`config.mk`:
```
export PLATFORM = sky130hd
export DESIGN_NAME = mmio_ctrl
export DESIGN_NICKNAME = d
export VERILOG_FILES = /design/src/rtl/mmio_ctrl.sv
export SDC_FILE = /design/constraint.sdc
export NUM_CORES = 1
export LEC_CHECK = 0
export BUFFER_PORTS_ARGS = -buffer_cell sky130_fd_sc_hd__buf_2
export CORE_MARGIN = 5
export CORE_UTILIZATION = 49
export CTS_CLUSTER_SIZE = 16
export DETAILED_ROUTE_END_ITERATION = 6
export PLACE_DENSITY = 0.76
export SYNTH_ARGS = -nofsm -noshare
export SYNTH_HDL_FRONTEND = slang
export SYNTH_SLANG_ARGS = --single-unit
```
`constraint.sdc`:
```
create_clock -name clk -period 2.35 [get_ports clk]
set_clock_uncertainty 0.05 [all_clocks]
set_input_delay 0.3525 -clock clk [delete_from_list [all_inputs] [get_ports clk]]
set_output_delay 0.3525 -clock clk [all_outputs]
set_load 0.01 [all_outputs]
```
`src/rtl/mmio_ctrl.sv`:
```
// mmio_ctrl -- memory-mapped I/O controller for the 0x8000_0000 region.
//
// Decodes CPU loads/stores on req_addr[7:0] and returns registered load data
// one cycle after the request, matching synchronous dmem/BIOS read latency.
// Owns the UART TX/RX handshakes and the cycle / retired-instruction counters.
//
// Register map (req_addr[7:0]):
//   0x00 R  status: bit0 = TX free, bit1 = RX available
//   0x04 R  RX data (zero-extended), pops one entry when available
//   0x08 W  TX data byte, accepted only while TX is free
//   0x10 R  cycle counter
//   0x14 R  retired-instruction counter
//   0x18 W  clear both counters (data ignored)
//
// Configuration macro: MMIO_RX_FIFO_EN
//   defined   -> RX buffer is an RX_FIFO_DEPTH-entry FIFO (power of two, >= 2)
//   undefined -> RX buffer is a single holding register; RX_FIFO_DEPTH unused
//
// Ports:
//   clk, rst_n                 clock, asynchronous active-low reset
//   req_en, req_we             access strobe, 1 = store / 0 = load
//   req_addr, req_wdata        byte address, store data
//   rdata                      registered load data
//   inst_retire                one pulse per retired instruction
//   tx_data, tx_valid, tx_ready  UART transmit handshake
//   rx_data, rx_valid, rx_ready  UART receive handshake
module mmio_ctrl #(
    parameter int unsigned RX_FIFO_DEPTH = 4
) (
    input  logic        clk,
    input  logic        rst_n,
    input  logic        req_en,
    input  logic        req_we,
    input  logic [31:0] req_addr,
    input  logic [31:0] req_wdata,
    output logic [31:0] rdata,
    input  logic        inst_retire,
    output logic [7:0]  tx_data,
    output logic        tx_valid,
    input  logic        tx_ready,
    input  logic [7:0]  rx_data,
    input  logic        rx_valid,
    output logic        rx_ready
);

    localparam logic [7:0] OFF_STATUS = 8'h00;
    localparam logic [7:0] OFF_RXDATA = 8'h04;
    localparam logic [7:0] OFF_TXDATA = 8'h08;
    localparam logic [7:0] OFF_CYCLE  = 8'h10;
    localparam logic [7:0] OFF_INSTR  = 8'h14;
    localparam logic [7:0] OFF_CLEAR  = 8'h18;

    typedef enum logic {
        TX_IDLE,
        TX_PEND
    } tx_state_t;

    tx_state_t   tx_state, tx_state_next;
    logic [31:0] cycle_cnt;
    logic [31:0] inst_cnt;
    logic [31:0] read_val;
    logic [7:0]  offset;
    logic        rd_req;
    logic        wr_req;
    logic        tx_pend;
    logic        tx_accept;
    logic        cnt_clear;
    logic        rx_empty;
    logic        rx_push;
    logic        rx_pop;
    logic [7:0]  rx_head;

    // Only the low address byte and low data byte are decoded.
    logic unused_bits;
    assign unused_bits = ^{req_addr[31:8], req_wdata[31:8], RX_FIFO_DEPTH};

    assign offset    = req_addr[7:0];
    assign rd_req    = req_en && !req_we;
    assign wr_req    = req_en && req_we;
    assign tx_pend   = (tx_state == TX_PEND);
    assign tx_valid  = tx_pend;
    assign tx_accept = wr_req && (offset == OFF_TXDATA) && !tx_pend;
    assign cnt_clear = wr_req && (offset == OFF_CLEAR);
    assign rx_push   = rx_valid && rx_ready;
    // A read of an empty buffer returns 0 and must not move any state.
    assign rx_pop    = rd_req && (offset == OFF_RXDATA) && !rx_empty;

    // ---------------------------------------------------------------- RX buffer
`ifdef MMIO_RX_FIFO_EN
    localparam int unsigned AW = $clog2(RX_FIFO_DEPTH);
    localparam logic [AW:0] PTR_ONE = {{AW{1'b0}}, 1'b1};

    logic [7:0]  fifo_mem [RX_FIFO_DEPTH];
    logic [AW:0] wr_ptr;
    logic [AW:0] rd_ptr;
    logic        rx_full;

    // Extra MSB on each pointer distinguishes full (MSBs differ) from empty.
    assign rx_empty = (wr_ptr == rd_ptr);
    assign rx_full  = (wr_ptr[AW] != rd_ptr[AW]) &&
                      (wr_ptr[AW-1:0] == rd_ptr[AW-1:0]);
    assign rx_ready = !rx_full;
    assign rx_head  = fifo_mem[rd_ptr[AW-1:0]];

    always_ff @(posedge clk or negedge rst_n) begin
        if (!rst_n) begin
            wr_ptr <= '0;
            rd_ptr <= '0;
        end else begin
            if (rx_push) wr_ptr <= wr_ptr + PTR_ONE;
            if (rx_pop)  rd_ptr <= rd_ptr + PTR_ONE;
        end
    end

    always_ff @(posedge clk) begin
        if (rx_push) fifo_mem[wr_ptr[AW-1:0]] <= rx_data;
    end
`else
    logic [7:0] rx_hold;
    logic       rx_hold_valid;

    assign rx_empty = !rx_hold_valid;
    assign rx_ready = !rx_hold_valid;
    assign rx_head  = rx_hold;

    // Push wins over pop so a same-cycle pair leaves the new byte held.
    always_ff @(posedge clk or negedge rst_n) begin
        if (!rst_n) begin
            rx_hold       <= '0;
            rx_hold_valid <= 1'b0;
        end else if (rx_push) begin
            rx_hold       <= rx_data;
            rx_hold_valid <= 1'b1;
        end else if (rx_pop) begin
            rx_hold_valid <= 1'b0;
        end
    end
`endif

    // ---------------------------------------------------------------- TX path
    always_ff @(posedge clk or negedge rst_n) begin
        if (!rst_n) tx_state <= TX_IDLE;
        else        tx_state <= tx_state_next;
    end

    always_comb begin
        tx_state_next = tx_state;
        case (tx_state)
            TX_IDLE: if (tx_accept)            tx_state_next = TX_PEND;
            TX_PEND: if (tx_valid && tx_ready) tx_state_next = TX_IDLE;
            default:                           tx_state_next = TX_IDLE;
        endcase
    end

    always_ff @(posedge clk or negedge rst_n) begin
        if (!rst_n)         tx_data <= '0;
        else if (tx_accept) tx_data <= req_wdata[7:0];
    end

    // ---------------------------------------------------------------- counters
    always_ff @(posedge clk or negedge rst_n) begin
        if (!rst_n) begin
            cycle_cnt <= '0;
            inst_cnt  <= '0;
        end else if (cnt_clear) begin
            cycle_cnt <= '0;
            inst_cnt  <= '0;
        end else begin
            cycle_cnt <= cycle_cnt + 32'd1;
            if (inst_retire) inst_cnt <= inst_cnt + 32'd1;
        end
    end

    // ---------------------------------------------------------------- load data
    // Read mux sees pre-edge state; the pop/clear land on the capturing edge.
    always_comb begin
        read_val = '0;
        case (offset)
            OFF_STATUS: read_val = {30'd0, !rx_empty, !tx_pend};
            OFF_RXDATA: read_val = rx_empty ? 32'd0 : {24'd0, rx_head};
            OFF_CYCLE:  read_val = cycle_cnt;
            OFF_INSTR:  read_val = inst_cnt;
            default:    read_val = '0;
        endcase
    end

    always_ff @(posedge clk or negedge rst_n) begin
        if (!rst_n)      rdata <= '0;
        else if (rd_req) rdata <= read_val;
    end

endmodule

```
# ---- After elaboration in Yosys (flattened, before gate mapping)
# Cells that the tools add are included.
dict set report totals {
  regBits 114
  out_inout_bits 42
  latch_bits 0
  romBits 0
  mem_count 0
  ramBits 0
}
dict set report op_classes {
  n_div 0
  shifts 0
  magnitude_cmp 0
  n_mux 10
  eq_ne 5
  n_reduce_logical 15
  bitwise_logic 1
  multipliers 0
  n_addsub 2
}
# op n
set op_table {}
lappend op_table {{case mux 32 bit (4 select lines)} 1}
lappend op_table {{two-way mux 32 bit} 3}
lappend op_table {{adder 32 x 1 -> 32 bit (second input constant)} 2}
lappend op_table {{== test 8 x 5 -> 1 bit (second input constant)} 3}
lappend op_table {{logical AND 1 bit} 9}
lappend op_table {{== test 8 x 3 -> 1 bit (second input constant)} 1}
lappend op_table {{== test 8 x 4 -> 1 bit (second input constant)} 1}
lappend op_table {{zero test 8 bit} 1}
lappend op_table {{two-way mux 8 bit} 1}
lappend op_table {{two-way mux 1 bit} 4}
lappend op_table {{nonzero test 2 bit} 2}
lappend op_table {{zero test 1 bit} 3}
lappend op_table {{case mux 1 bit (2 select lines)} 1}
lappend op_table {{NOT 1 bit} 1}

# ---- Logic depth before layout (Yosys ltp)
dict set report depth {
  ltp_word 6
  depth_mapped 7
  ltp_nobuf 5
}

# ---- Least setup slack after synthesis
# Ideal clock, no wire load.
dict set report synth_path {
  path_type {reg2reg}
  from {register cycle_cnt[0]}
  to {register cycle_cnt[26]}
  t_required_ps 2222
  path_stages_with_launch 7
  path_slack_ps 177
  setup_ps 78
  path_buffers 1
  arrival_time_ps 2045
  cell_sequence {dfrtp_1 > ha_1 > nand4_4 > or4_1 > buf_2 > or4_1 > a21oi_1}
}
dict set report synth_via {
  elab_chain_cells 2
}
# element line
set synth_rtl {}
lappend synth_rtl {{from (decl)} 59} ;# logic [31:0] cycle_cnt;
lappend synth_rtl {{from (signal assigned)} 169} ;# cycle_cnt <= cycle_cnt + 32'd1;
lappend synth_rtl {{adder 32 x 1 -> 32 bit} 169}
lappend synth_rtl {{two-way mux 32 bit} 165} ;# end else if (cnt_clear) begin
# Every way passes these cells.
# A chain may end at the register's enable or synchronous reset.

# ---- Worst setup path in the final report
dict set report layout_path {
  from {register cycle_cnt[0]}
  to {register cycle_cnt[30]}
}
# Same word-level chain as after synthesis.

==> results.sh <==
export IMPL_status="complete, no violations"
export IMPL_cap_violations=0
export IMPL_sequentialPowerShare_pct=40.4
export IMPL_powerDensity_nw_per_um2=849
export IMPL_synthTopCellsByCount="114 x dfrtp_1, 54 x nand2_1, 43 x o21ai_0, 38 x mux2i_1, 37 x nor2_1"
export IMPL_rows=39
export IMPL_synth_top_area_cell="dfrtp_1"
export IMPL_fillCellCount=885
export IMPL_reg2regPathDepth=5
export IMPL_portBuffers=72
export IMPL_power_mw=5.86
export IMPL_setup_tns_ps=0
export IMPL_worst_ep_required_time_ps=2640
export IMPL_tightest_slew_ps=652
export IMPL_grt_max_degree=49
export IMPL_synth_nets=634
export IMPL_ys_types=40
export IMPL_fp_dieH_um=117
export IMPL_clock_sinks=114
export IMPL_synth_cells=553
export IMPL_start_kind="flop"
export IMPL_ant_nets=0
export IMPL_final_cells=794
export IMPL_clockRootBuffer="clkbuf_16"
export IMPL_finalInstanceArea_um2=6890
export IMPL_p_int_mw=4.45
export IMPL_dp_cells=761
export IMPL_place_area_um2=6200
export IMPL_hpwl_um=9400
export IMPL_gr_total_overflow=0
export IMPL_route_detailed_drc=0
export IMPL_dieArea_um2=13600
export IMPL_wl_per_cell_um=17.1
export IMPL_whs_path_depth=2
export IMPL_grt_pass1_vias=4770
export IMPL_initial_core_util_pct=49.5
export IMPL_core_area_um2=11300
export IMPL_grt_pass1_wl_um=23100
export IMPL_fin_ws_ps=143
export IMPL_hold_class="in2reg"
export IMPL_synth_top_cells_by_area="dfrtp_1 51%, mux2i_1 6.8%, o21ai_0 3.9%"
export IMPL_crit_path_end_kind="flop"
export IMPL_setup_violations=0
export IMPL_dr_pass1_iters=5
export IMPL_grtUsageTotal_pct=21.6
export IMPL_async_reset_ff_share_pct=100
export IMPL_synth_area_per_cell_um2=10.1
export IMPL_die_w_um=117
export IMPL_synth_warnings=0
export IMPL_area_growth_synth_to_final_pct=23.5
export IMPL_io_pins=121
export IMPL_wirelength_um=13500
export IMPL_cts_setup_buffers=0
export IMPL_syn_cell_area_um2=5580
export IMPL_nNetsFinal=719
export IMPL_power_leakage_nw=3.20
export IMPL_clkPwrFrac_pct=50.3
export IMPL_yosysTopAreaCellShare_pct=51.1
export IMPL_vias_per_cell=5.85
export IMPL_p_sw_share_pct=24.1
export IMPL_rsz0062_at_grt="no"
export IMPL_clock_fmax_mhz=453
export IMPL_comb_power_share_pct=9.4
export IMPL_relSlewSlack_pct=56.5
export IMPL_drt_iter0_drc=277
export IMPL_finalCritPeriodShare_pct=93.9
export IMPL_critPathMaxFanout=14
export IMPL_n_antenna_cell=0
export IMPL_insertion_delay_ps=420
export IMPL_vias=4643
export IMPL_cts_buffers=17
export IMPL_synth_most_common_cell="dfrtp_1"
export IMPL_cts_buffer_depth=2
export IMPL_period_needed_ps=2210
export IMPL_path_clk_slew_ps=50
export IMPL_ir_drop_mv=0.648
export IMPL_ys_ff_latch=114
export IMPL_cts_tree="yes"
export IMPL_reg2reg_slack_ps=140
export IMPL_p_switching_mw=1.41
export IMPL_place_gp_congestion=0.835
export IMPL_ys_seq_area_share_pct=51.1
export IMPL_hold_viol=0
export IMPL_cts_max_level=4
export IMPL_pre_cts_ws_ps=25.3
export IMPL_arrival_ps=2500
export IMPL_yosys_most_used_dff="dfrtp_1"
export IMPL_synth_edf_count=0
export IMPL_slew_violations=0
export IMPL_drive_gt1_share_pct=23.7
export IMPL_antenna_found_initial=0
export IMPL_criticalPathCategory="reg2reg"
critical path, cell delays in order (launching register included):
cell and delay (ps):
dfrtp_1 360, ha_1 260, nand4_4 120, or4_4 640, or4_1 530, a21oi_1 160
state kept, by name, indices dropped and copies added (netlist names):
| signal | count |
|---|---|
| cycle_cnt | 32 |
| inst_cnt | 32 |
| rdata | 32 |
| rx_head | 8 |
| rx_hold_valid | 1 |
| tx_data | 8 |
| tx_valid | 1 |
routing by layer:
metal / track usage, % / share of wire (%)
met5: 0 / 0
met4: 10.1 / 2.9
met3: 5.08 / 5.4
met2: 35.6 / 49
met1: 27.0 / 42
placed cells by master, fill, tap and decap left out, types with 18 or more instances in the layout:
cell type	netlist	final
a21oi_1	29	29
buf_2	3	71
buf_4	0	22
dfrtp_1	114	114
mux2i_1	38	38
nand2_1	54	54
nand3_1	24	24
nor2_1	37	37
o21ai_0	43	43
o31ai_1	18	18
xnor2_1	20	20
timing repair:
item	4_1_cts	5_1_grt
resized for setup	1	2
hold endpoints to repair	45	0
hold buffers	1	0
pin swaps	0	0
setup endpoints to repair	1	3
cloned	0	0
area by class of cell:
cell class	instances	area, um2	area share, %
clock inverter	11	205	2.98
sequential	114	2850	41.4
inverter	12	45.0	0.653
timing repair buffer	96	571	8.28
clock buffer	21	470	6.82
multi-input combinational	397	2570	37.3
tap	143	179	2.60
worst paths after layout:
kind,start,endpoint
setup reg to reg,cycle_cnt[0],cycle_cnt[30]
hold reg to reg,rdata[20],rdata[20]
setup / recovery,cycle_cnt[0],cycle_cnt[30]
hold / removal,tx_ready,tx_valid
min in group asynchronous,rst_n,rdata[29]
max in group asynchronous,rst_n,tx_data[3]
power groups by stage:
stage               sequential, mW  combinational, mW  clock (mW)
global placement              2.37              0.512           0
detailed placement            2.39              0.541           0
global route                  2.39              0.623        3.06
CTS                           2.36              0.555        2.97
floorplan                     2.33              0.349           0
finish                        2.36              0.549        2.94
through the flow:
step | utilization [%] | hold WS (ps)
floorplan | - | 6.91
global placement | 55.0 | 360
detailed placement | 55.0 | 371
CTS | 61.1 | 55.6
global route | 61.2 | 98.8
finish | 61.2 | 71.3
cells by family after synthesis:
kind of cell	Yosys count	synth area share [%]
adders and majority gates	2	0.448
and+or+nand+nor	215	21.1
buffers and inverters	42	3.03
AOI/OAI and AO/OA	100	10.2
xor gates and xnor gates	26	4.08
DFF	114	51.1
muxes	54	10.0
Note: power is estimated with default switching activity, not from simulation.
